==> config.mk <==
export PLATFORM = sky130hd
export DESIGN_NAME = adxl362_spi_master
export DESIGN_NICKNAME = d
export VERILOG_FILES = /design/src/rtl/adxl362_spi_master.sv
export SDC_FILE = /design/constraint.sdc
export NUM_CORES = 1
export LEC_CHECK = 0
export CORE_MARGIN = 2
export CORE_UTILIZATION = 29
export CTS_CLUSTER_SIZE = 12
export DETAILED_ROUTE_END_ITERATION = 16
export PLACE_DENSITY = 0.55
export SETUP_SLACK_MARGIN = 0.15
export SLEW_MARGIN = 40
export SYNTH_ARGS = -nofsm -noshare
export SYNTH_HDL_FRONTEND = slang
export SYNTH_SLANG_ARGS = --single-unit
==> constraint.sdc <==
create_clock -name clk_16mhz -period 3.2 [get_ports clk_16mhz]
set_input_delay 0.96 -clock clk_16mhz [delete_from_list [all_inputs] [get_ports clk_16mhz]]
set_output_delay 0.96 -clock clk_16mhz [all_outputs]
set_load 0.05 [all_outputs]
==> src/rtl/adxl362_spi_master.sv <==
// adxl362_spi_master
// SPI mode-0 initiator for the ADXL362 register interface. It issues single-byte
// register writes (0x0A) and burst register reads (0x0B), MSB first, on one chip
// select. SCLK is derived from clk_16mhz, with CLK_DIV system cycles per half-period.
module adxl362_spi_master #(
    parameter int CLK_DIV   = 4,
    parameter int MAX_BURST = 8
) (
    input  logic       clk_16mhz,
    input  logic       reset,
    input  logic       start,
    input  logic       rw,
    input  logic [5:0] address,
    input  logic [3:0] length,
    input  logic [7:0] data_write,
    output logic       busy,
    output logic       done,
    output logic [7:0] rd_data,
    output logic       rd_valid,
    output logic       sclk,
    output logic       cs_n,
    output logic       mosi,
    input  logic       miso
);

    localparam int DIV_W    = $clog2(CLK_DIV);
    localparam int MAX_BITS = MAX_BURST * 8 + 16;
    localparam int BIT_W    = $clog2(MAX_BITS);

    localparam logic [DIV_W-1:0] DIV_LAST  = DIV_W'(CLK_DIV - 1);
    localparam logic [3:0]       BURST_MAX = 4'(MAX_BURST);
    localparam logic [7:0]       CMD_WRITE = 8'h0A;
    localparam logic [7:0]       CMD_READ  = 8'h0B;

    typedef enum logic [2:0] {
        IDLE,
        SETUP,
        SHIFT,
        HOLD,
        GAP,
        DONE
    } state_t;

    state_t state;
    state_t state_next;

    logic [DIV_W-1:0] div_cnt;
    logic             phase;      // 0: sclk low half, 1: sclk high half
    logic [BIT_W-1:0] bit_cnt;
    logic [BIT_W-1:0] bit_last;
    logic             rw_q;
    logic [23:0]      tx_sr;
    logic [6:0]       rx_sr;

    logic             div_end;
    logic             rise_en;
    logic             fall_en;
    logic             last_bit;
    logic [3:0]       len_eff;
    logic [BIT_W-1:0] rd_last;

    // Half-period timing strobes, clamped burst length and next-state / pin outputs
    always_comb begin
        div_end    = (div_cnt == DIV_LAST);
        rise_en    = (state == SHIFT) && div_end && !phase;
        fall_en    = (state == SHIFT) && div_end && phase;
        last_bit   = (bit_cnt == bit_last);

        len_eff    = length;
        if (length == 4'd0) begin
            len_eff = 4'd1;
        end else if (length > BURST_MAX) begin
            len_eff = BURST_MAX;
        end
        // 16 header bits plus 8 per data byte, expressed as the index of the last bit
        rd_last    = BIT_W'({len_eff, 3'b000}) + BIT_W'(15);

        state_next = state;
        case (state)
            IDLE:    if (start)   state_next = SETUP;
            SETUP:   if (div_end) state_next = SHIFT;
            SHIFT:   if (fall_en && last_bit) state_next = HOLD;
            HOLD:    if (div_end) state_next = GAP;
            GAP:     if (div_end) state_next = DONE;
            DONE:    state_next = IDLE;
            default: state_next = IDLE;
        endcase

        busy = (state != IDLE);
        done = (state == DONE);
        cs_n = !((state == SETUP) || (state == SHIFT) || (state == HOLD));
        sclk = (state == SHIFT) && phase;
        mosi = ((state == SETUP) || (state == SHIFT)) ? tx_sr[23] : 1'b0;
    end

    // State register
    always_ff @(posedge clk_16mhz) begin
        if (reset) begin
            state <= IDLE;
        end else begin
            state <= state_next;
        end
    end

    // Request capture, SCLK divider, bit counting and the shift registers
    always_ff @(posedge clk_16mhz) begin
        if (reset) begin
            div_cnt  <= '0;
            phase    <= 1'b0;
            bit_cnt  <= '0;
            bit_last <= '0;
            rw_q     <= 1'b0;
            tx_sr    <= '0;
            rx_sr    <= '0;
            rd_data  <= '0;
            rd_valid <= 1'b0;
        end else begin
            rd_valid <= 1'b0;
            case (state)
                IDLE: begin
                    div_cnt <= '0;
                    phase   <= 1'b0;
                    bit_cnt <= '0;
                    if (start) begin
                        rw_q     <= rw;
                        tx_sr    <= {rw ? CMD_READ : CMD_WRITE, 2'b00, address,
                                     rw ? 8'h00 : data_write};
                        bit_last <= rw ? rd_last : BIT_W'(23);
                    end
                end
                SHIFT: begin
                    div_cnt <= div_end ? '0 : div_cnt + 1'b1;
                    if (rise_en) begin
                        phase <= 1'b1;
                        rx_sr <= {rx_sr[5:0], miso};
                        // Last bit of each data byte of a read completes rd_data
                        if (rw_q && (bit_cnt >= BIT_W'(16)) && (bit_cnt[2:0] == 3'b111)) begin
                            rd_data  <= {rx_sr, miso};
                            rd_valid <= 1'b1;
                        end
                    end
                    if (fall_en) begin
                        phase <= 1'b0;
                        // Zeros shift in behind the header, so mosi is 0 in the read data phase
                        tx_sr <= {tx_sr[22:0], 1'b0};
                        if (!last_bit) begin
                            bit_cnt <= bit_cnt + 1'b1;
                        end
                    end
                end
                SETUP, HOLD, GAP: begin
                    div_cnt <= div_end ? '0 : div_cnt + 1'b1;
                    phase   <= 1'b0;
                end
                default: begin
                    div_cnt <= '0;
                    phase   <= 1'b0;
                end
            endcase
        end
    end

endmodule
Word level (Yosys, flattened, before mapping)

Cells that the tools add are included.

Add/sub/neg operators: 3
Mux-type cells: 19
Reduce and logical (&&, ||, !) cells: 25
Order comparisons: 2
Bitwise logic cells: 3
Equal/unequal tests: 15

Operators with widths:

| kind                                                                                | count |
|---|---|
| 24-bit 2-to-1 mux                                                                   | 2 |
| 24-bit one-hot mux with 2 select lines                                              | 1 |
| 7-bit 2-to-1 mux                                                                    | 3 |
| 3-bit 2-to-1 mux                                                                    | 5 |
| 3-bit one-hot mux with 5 select lines                                               | 1 |
| 2-bit inequality test, second input constant                                        | 7 |
| 7-bit one-hot mux with 2 select lines                                               | 1 |
| 3-bit equality test, second input constant                                          | 3 |
| 3-bit AND reduction                                                                 | 3 |
| 3-bit OR reduction                                                                  | 3 |
| 4-bit 2-to-1 mux                                                                    | 2 |
| 8-bit 2-to-1 mux                                                                    | 1 |
| 7-bit by 1-bit adder with 7-bit output, second input constant                       | 1 |
| 7-bit by 4-bit adder with 7-bit output, second input constant                       | 1 |
| 7-bit equality test                                                                 | 1 |
| 7-bit by 5-bit greater-or-equal comparator with 1-bit output, second input constant | 1 |
| 1-bit logical AND                                                                   | 7 |
| 3-bit by 2-bit equality test with 1-bit output, second input constant               | 2 |
| 5-bit AND reduction                                                                 | 1 |
| 4-bit > comparator, second input constant                                           | 1 |
| 4-bit zero test                                                                     | 1 |
| 2-bit AND reduction                                                                 | 2 |
| 4-bit OR reduction                                                                  | 1 |
| 3-bit by 1-bit equality test with 1-bit output, second input constant               | 1 |
| other kinds (9)                                                                     | 15 |

Output and inout port bits: 14
Input bits: 23
Logic and storage cells: 77
Flip-flop bits (word level): 61

Longest topological paths before layout

Word-level depth: 6
Gate-level depth with buffers: 8
Depth with buffers taken out: 8

Worst setup path after synthesis

No wires, ideal clock.

Path type: register -> output
From: register state[2]
To: output port mosi
Data arrival time: 1.816 ns
Buffers on the path: 2
Required time: 2.240 ns
Slack: 0.424 ns
Stages on the path, launching flop included: 4
Path through: dfxtp_1 clkbuf_1 clkbuf_1 nor3b_1

Cells in the longest elaborated chain, start to end: 3
Elaborated cells on any way between the ends: 4
Those cells by class: 2 x eq/ne; 1 x mux; 1 x reduce/logical

RTL lines:

| element                                                                                                          | line | text |
|---|---|---|
| start: declaration                                                                                               | 44   | `state_t state;` |
| start signal: assignment                                                                                         | 101  | `state <= state_next;` |
| 3-bit by 1-bit equality test with 1-bit output or 3-bit by 2-bit equality test with 1-bit output (tied branches) | 93   | `mosi = ((state == SETUP) \|\| (state == SHIFT)) ? tx_sr[23] : 1'b0;` |
| 1-bit logical OR (*)                                                                                             | 93   |  |
| 1-bit 2-to-1 mux (*)                                                                                             | 93   |  |
| end: declaration                                                                                                 | 22   | `output logic mosi,` |

Every way passes the cells marked *; elsewhere a longest branch is shown, timed or not.

Worst setup path in the final report

From: register state[0]
To: output port done

Cells in the longest elaborated chain, start to end: 1

RTL lines:

| element             | line | text |
|---|---|---|
| 3-bit equality test | 90   | `done = (state == DONE);` |
| end: declaration    | 17   | `output logic done,` |

No other way between the ends.

==> reports/results.ini <==
[layout]
num_antenna_cells=0
multi_input_area_sq_um=1366
areaGrowthSynthToFinish_pct=23.44
final_util=0.3722
nFillCells=920
layout-drive-gt1-share=0.09118
register_area_sq_um=1182
final_area_sq_um=3262
fin_nets=364

[sta]
setup_viol=0
rsz0062_at_grt=no
hold_violations=0
finalSetupTns_ns=0
finalMaxSlewViolations=0
finalCritPeriodShare=0.9130
slew-limit-headroom=0.5177
fmax_ghz=0.3423
hold_ws_ns=0.4237
worst_pin_slew_ns=0.7208
finClkSkew_ns=0.009946
fin_crit_ns=2.922

[drt]
drcViolationCount=0
drt_iter0_drc=85
ant_nets=0
dr.pass1.iters=4
wl_um=5688
routedWlPerCell_um=12.70
dr_total_vias=2199
viasPerCell=4.908

[min_path]
whs_endpoint=div_cnt[0]
hold_class=reg2reg
hold_depth=1
hold_path.startpoint=div_cnt[0]

[cts]
cts_root_buffer=clkbuf_8
clkSlewWorstSetupHoldPaths_ns=0.07
ctsHoldBuffers=0
cts_tree=yes
cts_buffers=9
cts-htree-levels=3
cts_setup_buffers=0
cts_resized=1
clk_path_buf_depth=2
clock_latency_ns=0.33
cts_num_sinks=59

[synthesis]
synth_ff_type=dfxtp_1
syn_area_per_cell_sq_um=8.636
async_flop_share=0
synth_nets=334
synth_edf_count=0
ys_ff_latch=59
syn_area_sq_um=2643
yosysSeqAreaShare=0.4470
ys_warn_count=0
postSynthCellCount=306
synth.distinct_cells=45

[power_and_ir_drop]
static-leakage-power_nw=1.210
internal_power_mw=1.121
vdd_drop_max_uv=219.8
power_density_nw_per_um2=462.2
p_clk_frac=0.388
switching_share=0.2567
comb_power_share=0.097
pwr-share-seq=0.515
switchingPower_mw=0.3870

[run]
cap_violations=0

[setup_path]
cp-end-kind=output pin
cp_max_fo=12
cp-start-kind=register
arrival_ns=1.96
critPathKind=reg2out
worstSetupStartpoint=state[0]
worstPathRequired_ns=2.24
rrSetupSlack_ns=0.82
ff2ff_path_depth=4
reg2reg_to=tx_sr[10]
reg2reg_from=state[1]

[global_route]
grtUsageMet1=0.1733
antenna_found_initial=0
overflow=0
grt_use_met3=0.02952
top_usage_layer=met2
grt_usage=0.1214
grt_pass1_vias=2057
met2_usage=0.1746
grt_max_degree=40
grt_pass1_wl_um=9735

[status]
status=completed

[floorplan]
coreArea_sq_um=8763
die_w_um=99.46
initial_core_util=0.3015
die_area_sq_um=9891
fp-row-count=34
io_pins=37
dieHeight_um=99.46

[placement]
gp_congestion=0.8024
io_buffers=36
placed_area_sq_um=3087
dp_hpwl_um=3725

-- power groups by stage --
stage               logic [mW]  registers (mW)  clock network (mW)
floorplan                0.101           0.786                   0
global placement         0.146           0.792                   0
detailed placement       0.149           0.792                   0
CTS                      0.148           0.776               0.602
global route             0.164           0.778               0.644
finish                   0.147           0.776               0.585
-- metal layers --
metal | up-vias | wire [um]
met5 | - | 0
met1 | 1017 | 2965
li1 | 1135 | -
met2 | 41 | 2424
met4 | 0 | 74
met3 | 6 | 224
-- logic make-up (layout without fill, tap and decap cells) --
logic type	Yosys count	count (layout)	synth area share
and+or+nand+nor	141	141	0.2680
DFF	59	59	0.4470
AOI/OAI and AO/OA	49	49	0.1259
buffers and inverters	27	61	0.04451
muxes	17	17	0.06439
xor gates and xnor gates	8	8	0.02652
adders and majority gates	5	5	0.02367
-- cells in the mapped netlist, types with 2 or more instances --
cell type / instances / share of area
dfxtp_1: 59 / 0.45
nor2_1: 49 / 0.070
nand2_1: 31 / 0.044
a21oi_1: 17 / 0.032
mux2i_1: 17 / 0.064
nor3_1: 15 / 0.028
clkbuf_1: 13 / 0.018
nand3_1: 10 / 0.019
nor3b_1: 9 / 0.026
a211oi_1: 8 / 0.023
a311oi_1: 8 / 0.027
buf_2: 7 / 0.013
ha_1: 5 / 0.024
inv_1: 5 / 0.0071
xor2_1: 5 / 0.017
or4_1: 4 / 0.011
nand3b_1: 3 / 0.0085
nand4b_1: 3 / 0.0099
o21ai_0: 3 / 0.0057
xnor2_1: 3 / 0.0099
a211o_1: 2 / 0.0066
a31oi_1: 2 / 0.0047
nand4_1: 2 / 0.0047
nor2b_1: 2 / 0.0047
nor4b_1: 2 / 0.0066
o31ai_1: 2 / 0.0057
or3_1: 2 / 0.0047
-- critical path: stages, from the launching register on --
cell,delay [ns]
dfxtp_1,0.61
and3b_1,0.23
clkdlybuf4s50_1,0.79
-- metrics by stage --
step / instances / worst slack [ns] / power [mW]
3_3_place_gp: 433 / 0.5303 / 0.9384
4_1_cts: 448 / 0.1551 / 1.527
5_1_grt: 448 / 0.1903 / 1.587
3_5_place_dp: 433 / 0.5187 / 0.9410
6_report: 448 / 0.2782 / 1.508
2_1_floorplan: 306 / 0.4236 / 0.8873
-- layout make-up --
| cell class | count | area share |
|---|---|---|
| clock buffers | 10 | 0.04219 |
| clock inverters | 5 | 0.009206 |
| inverters | 5 | 0.005754 |
| multi-input cells | 220 | 0.4189 |
| flip-flops and latches | 59 | 0.3625 |
| well taps | 108 | 0.04143 |
| repair buffers | 41 | 0.1201 |
-- cells in the final DEF, fill, tap and decap left out, types with 6 or more instances in the layout --
| cell type | n |
|---|---|
| nand3_1 | 10 |
| clkbuf_8 | 10 |
| a21oi_1 | 17 |
| dfxtp_1 | 58 |
| mux2i_1 | 17 |
| buf_4 | 6 |
| a211oi_1 | 8 |
| nor2_1 | 49 |
| a311oi_1 | 8 |
| nor3_1 | 14 |
| nor3b_1 | 9 |
| nand2_1 | 31 |
| clkdlybuf4s50_1 | 32 |
-- sequential cells by signal, summed over array words and instances (netlist names), 2 cells and up --
| register | flops |
|---|---|
| tx_sr | 24 |
| rd_data | 8 |
| bit_cnt | 7 |
| rx_sr | 7 |
| bit_last | 5 |
| state | 3 |
| div_cnt | 2 |
-- worst max-delay path by stage --
stage	endpoint	slack, ns	cells past startpoint
finish	done	0.28	2
CTS	mosi	0.16	3
global route	done	0.19	2
global placement	mosi	0.53	3
floorplan	mosi	0.42	3
detailed placement	cs_n	0.52	3
Note: power is estimated with default switching activity, not from simulation.
